## src/rtl/async_read_mem.sv

```systemverilog
// rtl/async_read_mem.sv - register-file memory, synchronous write, combinational read, per-word valid bits
// Optional write-through view of the addressed word: define ASYNC_MEM_WRITE_BYPASS_EN.
module async_read_mem #(
    parameter int DEPTH = 4,
    parameter int WIDTH = 8
) (
    input  logic             clk,
    input  logic             reset,
    input  logic             writeEnable,
    input  logic [DEPTH-1:0] address,
    input  logic [WIDTH-1:0] writeData,
    output logic [WIDTH-1:0] readData,
    output logic             readValid
);

    localparam int WORDS = 1 << DEPTH;

    logic [WIDTH-1:0] mem_q [WORDS];
    logic [WORDS-1:0] valid_q;
    logic [WORDS-1:0] valid_d;

    // Full clear on reset is why this stays a register array rather than a RAM macro.
    always_comb begin
        valid_d = valid_q;
        if (writeEnable) begin
            valid_d[address] = 1'b1;
        end
    end

    always_ff @(posedge clk or posedge reset) begin
        if (reset) begin
            for (int i = 0; i < WORDS; i++) begin
                mem_q[i] <= '0;
            end
            valid_q <= '0;
        end else begin
            valid_q <= valid_d;
            if (writeEnable) begin
                mem_q[address] <= writeData;
            end
        end
    end

`ifdef ASYNC_MEM_WRITE_BYPASS_EN
    always_comb begin
        readData  = mem_q[address];
        readValid = valid_q[address];
        if (writeEnable && !reset) begin
            readData  = writeData;
            readValid = 1'b1;
        end
    end
`else
    always_comb begin
        readData  = mem_q[address];
        readValid = valid_q[address];
    end
`endif

endmodule

```

## config.mk

```make
export PLATFORM = sky130hd
export DESIGN_NAME = async_read_mem
export DESIGN_NICKNAME = d
export VERILOG_FILES = /design/src/rtl/async_read_mem.sv
export SDC_FILE = /design/constraint.sdc
export NUM_CORES = 1
export LEC_CHECK = 0
export ABC_AREA = 1
export CORE_MARGIN = 5
export CORE_UTILIZATION = 40
export DETAILED_ROUTE_END_ITERATION = 10
export DONT_BUFFER_PORTS = 1
export RECOVER_POWER = 25
export SYNTH_ARGS = -nofsm -noshare
export SYNTH_HDL_FRONTEND = slang
export SYNTH_SLANG_ARGS = --single-unit
```

## constraint.sdc

```tcl
create_clock -name clk -period 12.1 [get_ports clk]
set_input_delay 2.42 -clock clk [delete_from_list [all_inputs] [get_ports clk]]
set_output_delay 2.42 -clock clk [all_outputs]
set_load 0.02 [all_outputs]
```

==> flow_summary_export.csv, run 1 <==
group,metric,value,unit
pwr,seqPwrFrac,47.4,%
sta,finalCriticalPeriod,6.52,ns
status,status,"finished, violations left",
floorplan,die_area,0.0196,mm^2
clock_tree,cts_max_path_buffers,2,
global_routing,grt_pass1_wl,28.2,mm
setup_path,critPathKind,"input pin to output pin",
status,violations,"max-capacitance violations, max-slew violations",
sta,setup_violations,0,
clock_tree,htreeDepth,4,
logic_synthesis,synth_top_area_share,53.2,%
logic_synthesis,netlist_instances,929,
pwr,p_sw_share,28.1,%
setup_path,required,9.68,ns
placed_design,port_buffers,0,
floorplan,start_util,40.9,%
sta,tns,0,ns
routing,wl_met2,8.19,mm
logic_synthesis,yosys.cell_types.count,12,
logic_synthesis,yosysMostFrequentCell,"nand2_1",
pwr,p_switching,0.369,mW
setup_path,endpoint_kind,"output pin",
layout,post-route-util,44.6,%
sta,max_slew_margin,-118,%
setup_path,startpoint_type,"input pin",
setup_path,path_cells,"inv_2 -> buf_4 -> nand2_1 -> nand2_1 -> nand2_1 -> nand2_1 -> nand2_1 -> nand2_1 -> inv_1 -> nand2_1",
run,maxCapViolCount,1,
logic_synthesis,synth_top_area_cell,"dfrtp_1",
pwr,p_comb_share,14.9,%
global_routing,antenna_found_initial,0,
floorplan,fp.dieH,140,um
logic_synthesis,synth_edf_count,0,
pwr,p_clk_share,37.7,%
floorplan,rows,47,
clock_tree,clk_latency,0.43,ns
routing,route.top_layer_used,"met4",
routing,firstDrtPassIters,5,
sta,tightest_slew,3.26,ns
global_routing,grt_max_degree,77,
routing,drt_iter0_drc,332,
floorplan,core_region_area,0.0166,mm^2
clock_tree,ctsHoldBuffers,0,
global_routing,grt_use_total,18.4,%
sta,hold_viol,0,
clock_tree,cts_buffers,17,
layout,instances_no_fill,1128,
routing,wirelength,17.6,mm
placed_design,numPlacedInstances,1100,
pwr,max-vdd-ir-drop,0.000109,V
setup_path,cp_max_fo,76,
global_routing,globalRouteOverflowTotal,0,
logic_synthesis,synth_warnings,0,
pwr,leakagePower,3.95,nW
clock_tree,clkTransAtPathRegs,0.06,ns
floorplan,boundaryPins,24,
logic_synthesis,avgSynthCellArea,7.30,um^2
setup_path,path_buf_inv,3,
logic_synthesis,synthFlopType,"dfrtp_1",
layout,stdcell_area,0.00739,mm^2
sta,finalWorstSetupSlack,5.58,ns
layout,syn2layout_area_growth,9.08,%
clock_tree,cts_sinks,144,
routing,wl_met3,886,um
global_routing,grt_pass1_vias,5085,
sta,max_freq,153,MHz
routing,routed_via_density,4.86,
floorplan,dieWidth,140,um
clock_tree,cts_tree,"yes",
setup_path,crit_slowest_cell,"buf_4",
routing,drc_errors,0,
layout,antennaDiodeCount,0,
logic_synthesis,syn_nets,944,
clock_tree,post_cts_buffers,0,
layout,finalNetCount,914,
clock_tree,cts_resized,0,
placed_design,post-dp-hpwl,10.5,mm
routing,vias,5483,
placed_design,gp_congestion,0.793,
setup_path,cpLargestDelayFamily,"buffers and inverters",
sta,maxSlewViolCount,74,
routing,ant_nets,0,
placed_design,dpl-instance-area,0.00685,mm^2
placed_design,post-place-ws,5.61,ns
setup_path,slowest_delay,0.61,ns
logic_synthesis,synth-seq-cells,144,
hold_path,hp-class,"register to register",
pwr,p_per_area,177,mW/mm^2
clock_tree,ctsRootBufferMaster,"clkbuf_16",
pwr,power.internal,0.943,mW
logic_synthesis,synth_common_cells,"nand2_1, dfrtp_1, o21ai_0",
logic_synthesis,ys_seq_area_share,53.2,%
routing,route.detailed.wl_per_inst,15.6,um
setup_path,crit_top_cell,"nand2_1",
sta,rsz0062_at_grt,"false",
logic_synthesis,yosys-top-cells-area,"dfrtp_1, nand2_1, o21ai_0",
sta,fin_crit_sh,53.9,%
routing,wl_met1,8.30,mm
setup_path,cp.arrival,4.10,ns
logic_synthesis,synthArstFlopShare,100,%
layout,layout-drive-gt1-share,4.41,%
sta,fin_skew,0,ns
logic_synthesis,netlist_area,0.00678,mm^2
## path summary, 6_finish.rpt
kind	from	endpoint	slack, ns	cells past startpoint
worst max-delay path	address[0]	readData[7]	5.58	10
worst min-delay path	valid_q[4]	valid_q[4]	0.46	2
worst max register to register	valid_q[10]	valid_q[10]	11.31	1
worst min register to register	valid_q[4]	valid_q[4]	0.46	2
max in group asynchronous	reset	mem_q[50]	7.22	2
min in group asynchronous	reset	mem_q[96]	2.83	1
## layer usage
layer / GRT usage, % / up-vias
met5: 0 / -
met4: 4.95 / 0
met3: 5.45 / 16
met2: 28.8 / 101
met1: 25.2 / 2588
li1: - / 2778
## metrics by stage
stage	hold WS (ns)	power, mW
after floorplan	0.434	0.779
after global placement	0.446	0.821
after detailed placement	0.450	0.826
after CTS	0.466	1.32
after global routing	0.481	1.39
final	0.463	1.31
## state kept, by name (all words and copies together) (netlist names)
register  flops
valid_q      16
mem_q       128
## area by class of cell
class	instances	area, um^2
clock buffer	22	484
clock inverter	6	60.1
fill	1712	9190
inverter	50	189
multi-input combinational	683	2760
sequential	144	3600
tap	220	275
timing repair buffer	3	22.5
## power by group through the flow
stage | Combinational (mW) | Sequential, mW | Clock (mW)
6_report | 0.195 | 0.622 | 0.495
5_1_grt | 0.232 | 0.631 | 0.524
4_1_cts | 0.199 | 0.620 | 0.503
3_5_place_dp | 0.199 | 0.627 | 0
3_3_place_gp | 0.193 | 0.628 | 0
2_1_floorplan | 0.164 | 0.615 | 0
## logic make-up (layout without fill, tap and decap cells)
logic type,after synthesis,in the layout,synth area share [%]
AO/OA/AOI/OAI,128,128,9.45
buffers and inverters,102,81,6.13
flip-flops,144,144,53.2
AND/OR/NAND/NOR,555,555,31.3
## layout by cell type, fill, tap and decap left out
master	synthesis	final
buf_4	0	3
bufinv_16	0	1
clkbuf_1	22	1
clkbuf_16	0	17
clkbuf_8	0	4
clkinv_2	0	3
clkinvlp_2	0	1
clkinvlp_4	0	2
dfrtp_1	144	144
inv_1	50	48
inv_2	0	1
nand2_1	535	535
nand3_1	2	2
nand4_1	2	2
nor2_1	8	8
nor3_2	2	2
o21ai_0	128	128
or2_2	6	6
Power figures use the tool's default switching activity.
==> run 2: changes to the inputs <==
==> constraint.sdc (replaced) <==
create_clock -name clk -period 5.95 [get_ports clk]
set_input_delay 1.19 -clock clk [delete_from_list [all_inputs] [get_ports clk]]
set_output_delay 1.19 -clock clk [all_outputs]
set_load 0.02 [all_outputs]
==> flow_summary_export.csv, run 2 (same netlist as run 1, synthesis figures left out) <==
group,metric,value,unit
status,status,"complete, no violations",
setup_path,endpoint_kind,"output pin",
global_routing,grt_use_total,19.1,%
routing,wirelength,17.9,mm
sta,fin_crit_sh,66.6,%
global_routing,grt_pass1_vias,5213,
sta,finalCriticalPeriod,3.96,ns
clock_tree,htreeDepth,4,
sta,hold_viol,0,
layout,layout_common_cells,"nand2_1, dfrtp_1, o21ai_0",
layout,finalNetCount,915,
clock_tree,cts_tree,"yes",
setup_path,crit_start,"address[0]",
setup_path,startpoint_type,"input pin",
global_routing,grt_max_degree,103,
run,maxCapViolCount,0,
pwr,leakagePower,4.00,nW
pwr,max-vdd-ir-drop,0.000199,V
layout,layout-drive-gt1-share,4.82,%
setup_path,cp.arrival,2.77,ns
setup_path,rrSetupSlack,5.15,ns
floorplan,dieWidth,140,um
floorplan,die_area,0.0196,mm^2
placed_design,numPlacedInstances,1101,
clock_tree,post_cts_buffers,0,
hold_path,hp-class,"register to register",
sta,tns,0,ns
pwr,p_per_area,374,mW/mm^2
setup_path,r2r-start,"valid_q[10]",
routing,vias,5547,
sta,fin_skew,0,ns
placed_design,post-dp-hpwl,10.9,mm
floorplan,rows,47,
routing,firstDrtPassIters,5,
layout,reg_top3,"mem_q: 128 flops, valid_q: 16 flops",
setup_path,critPathKind,"input pin to output pin",
sta,max_freq,252,MHz
sta,tightest_slew,0.961,ns
layout,syn2layout_area_growth,10.4,%
clock_tree,cts_buffers,17,
setup_path,cp-endpoint,"readData[6]",
clock_tree,clkTransAtPathRegs,0.06,ns
setup_path,r2r_cells,1,
placed_design,port_buffers,0,
layout,instances_no_fill,1133,
layout,largest_register_ffs,128,
setup_path,worstReg2RegEnd,"valid_q[10]",
setup_path,required,4.76,ns
layout,final_common_cell,"nand2_1",
sta,rsz0062_at_grt,"false",
layout,largest_register,"mem_q",
floorplan,fp.dieH,140,um
routing,routed_via_density,4.90,
global_routing,antenna_found_initial,0,
layout,antennaDiodeCount,0,
placed_design,gp_congestion,0.834,
global_routing,grt_pass1_wl,29.1,mm
floorplan,start_util,40.9,%
clock_tree,cts_max_path_buffers,2,
placed_design,post-place-ws,2.01,ns
clock_tree,clk_latency,0.42,ns
sta,max_slew_margin,35.7,%
routing,drc_errors,0,
clock_tree,ctsRootBufferMaster,"clkbuf_16",
sta,setup_violations,0,
clock_tree,cts_resized,0,
clock_tree,ctsHoldBuffers,0,
routing,route.detailed.wl_per_inst,15.8,um
setup_path,cp_max_fo,76,
clock_tree,cts_sinks,144,
routing,ant_nets,0,
routing,drt_iter0_drc,530,
sta,finalWorstSetupSlack,1.99,ns
global_routing,globalRouteOverflowTotal,0,
sta,maxSlewViolCount,0,
floorplan,boundaryPins,24,
floorplan,core_region_area,0.0166,mm^2
==> run 2: per-layer routing <==
| layer | GRT usage (%) | up-vias | wire length (um) |
|---|---|---|---|
| met3 | 5.08 | 21 | 898 |
| met5 | 0 | - | 0 |
| li1 | - | 2797 | - |
| met1 | 26.7 | 2626 | 8530 |
| met2 | 29.2 | 103 | 8180 |
| met4 | 5.51 | 0 | 296 |
==> run 2: stage by stage <==
stage / hold WS [ns] / cell area (um^2) / util, % / power [mW]
after CTS: 0.468 / 7480 / 45.1 / 2.82
after floorplan: 0.434 / 6780 / - / 1.58
final: 0.465 / 7480 / 45.1 / 2.80
after detailed placement: 0.452 / 6860 / 41.4 / 1.68
after global routing: 0.482 / 7480 / 45.1 / 2.96
after global placement: 0.447 / 6860 / 41.4 / 1.67
==> run 2: worst min path at each step <==
stage / end / slack, ns / from / cells after the start
floorplan: valid_q[15] / 0.43 / valid_q[15] / 2
global placement: valid_q[8] / 0.45 / valid_q[8] / 2
detailed placement: valid_q[7] / 0.45 / valid_q[7] / 2
CTS: valid_q[8] / 0.47 / valid_q[8] / 2
global route: valid_q[14] / 0.48 / valid_q[14] / 1
finish: valid_q[7] / 0.47 / valid_q[7] / 2
==> run 2: cell type report <==
cell class | count | area (um^2)
inverters | 50 | 193
repair buffers | 4 | 30.0
multi-input cells | 683 | 2760
fillers | 1739 | 9100
well taps | 220 | 275
flip-flops and latches | 144 | 3600
clock inverters | 11 | 161
clock buffers | 21 | 460
==> run 2: report_power, final <==
part           internal (mW)  switching [mW]  leakage (nW)
sequential              1.16           0.103          1.78
combinational          0.145           0.254          1.91
clock                  0.720           0.410         0.307
==> run 2: critical path: stages <==
cell,delay [ns]
inv_2,0.46
buf_4,0.38
nand2_1,0.08
nand2_1,0.07
nand2_1,0.05
nand2_1,0.06
nand2_1,0.04
nand2_1,0.17
inv_1,0.06
nand2_1,0.18
==> run 3: changes to the inputs <==
==> constraint.sdc (replaced) <==
create_clock -name clk -period 3.5 [get_ports clk]
set_input_delay 0.7 -clock clk [delete_from_list [all_inputs] [get_ports clk]]
set_output_delay 0.7 -clock clk [all_outputs]
set_load 0.02 [all_outputs]
==> flow_summary_export.csv, run 3 (same netlist as run 1, synthesis figures left out) <==
group,metric,value,unit
status,status,"complete, no violations",
sta,fin_skew,0,ns
layout,largest_register_ffs,128,
layout,instances_no_fill,1134,
layout,syn2layout_area_growth,9.86,%
floorplan,fp.dieH,140,um
sta,hold_viol,0,
setup_path,cp.arrival,2.14,ns
run,maxCapViolCount,0,
routing,vias,5606,
hold_path,hp-class,"register to register",
setup_path,rrSetupSlack,2.70,ns
layout,layout_common_cells,"nand2_1, dfrtp_1, o21ai_0",
layout,reg_top3,"mem_q: 128 flops, valid_q: 16 flops",
global_routing,grt_pass1_wl,28.8,mm
placed_design,numPlacedInstances,1104,
sta,maxSlewViolCount,0,
pwr,leakagePower,3.97,nW
global_routing,antenna_found_initial,0,
clock_tree,post_cts_buffers,0,
sta,tightest_slew,1.43,ns
setup_path,required,2.80,ns
clock_tree,clk_latency,0.42,ns
clock_tree,clkTransAtPathRegs,0.06,ns
placed_design,gp_congestion,0.808,
routing,wirelength,17.9,mm
setup_path,endpoint_kind,"output pin",
sta,hold-worst-slack,0.465,ns
clock_tree,cts_resized,0,
sta,max_freq,353,MHz
floorplan,start_util,40.9,%
routing,ant_nets,0,
global_routing,grt_pass1_vias,5131,
routing,routed_via_density,4.94,
layout,final_common_cell,"nand2_1",
placed_design,dpl-instance-area,0.00693,mm^2
floorplan,rows,47,
floorplan,dieWidth,140,um
clock_tree,cts_sinks,144,
layout,stdcell_area,0.00745,mm^2
setup_path,cp_max_fo,76,
setup_path,critPathKind,"input pin to output pin",
global_routing,globalRouteOverflowTotal,0,
clock_tree,cts_tree,"yes",
clock_tree,htreeDepth,4,
placed_design,post-place-ws,0.709,ns
sta,tns,0,ns
layout,largest_register,"mem_q",
routing,route.detailed.wl_per_inst,15.8,um
pwr,max-vdd-ir-drop,0.000356,V
placed_design,post-dp-hpwl,11.0,mm
clock_tree,cts_max_path_buffers,2,
sta,fin_crit_sh,81.0,%
sta,rsz0062_at_grt,"false",
global_routing,grt_max_degree,77,
layout,post-route-util,44.9,%
routing,drc_errors,0,
setup_path,startpoint_type,"input pin",
sta,finalCriticalPeriod,2.84,ns
floorplan,die_area,0.0196,mm^2
clock_tree,ctsHoldBuffers,0,
clock_tree,cts_buffers,17,
floorplan,core_region_area,0.0166,mm^2
sta,max_slew_margin,4.09,%
pwr,p_total,4.51,mW
placed_design,port_buffers,0,
sta,setup_violations,0,
clock_tree,ctsRootBufferMaster,"clkbuf_16",
layout,finalNetCount,918,
floorplan,boundaryPins,24,
global_routing,grt_use_total,18.9,%
layout,layout-drive-gt1-share,4.60,%
layout,antennaDiodeCount,0,
routing,drt_iter0_drc,451,
routing,firstDrtPassIters,5,
pwr,p_per_area,605,mW/mm^2
sta,finalWorstSetupSlack,0.663,ns
## run 3: path summary, 6_finish.rpt
check                       startpoint     endpoint  cells past startpoint
setup / recovery            address[0]  readData[1]                     10
hold / removal             valid_q[15]  valid_q[15]                      2
setup reg to reg            valid_q[5]   valid_q[5]                      1
hold reg to reg            valid_q[15]  valid_q[15]                      2
max in group asynchronous        reset    mem_q[11]                      2
min in group asynchronous        reset    mem_q[97]                      1
## run 3: layout make-up
cell class,count,area [um^2]
fillers,1731,9140
flip-flops and latches,144,3600
multi-input cells,683,2760
clock buffers,24,472
well taps,220,275
inverters,50,189
repair buffers,7,87.6
clock inverters,6,60.1
## run 3: worst max-delay path, stage by stage
cell     delay, ns
inv_2         0.40
buf_4         0.34
nand2_1       0.07
nand2_1       0.08
nand2_1       0.05
nand2_1       0.08
nand2_1       0.06
nand2_1       0.08
inv_1         0.04
nand2_1       0.20
## run 3: layer usage
metal  vias up  wire [um]  track usage (%)
met5         -          0                0
met4         0        267             6.07
met3        20        915             4.43
met2       120       8080             28.5
met1      2673       8650             26.9
li1       2793          -                -
## run 3: report_power, final
group,switching [mW],internal (mW),total [mW]
registers,0.175,1.98,2.16
logic,0.427,0.254,0.681
clock network,0.667,1.00,1.67
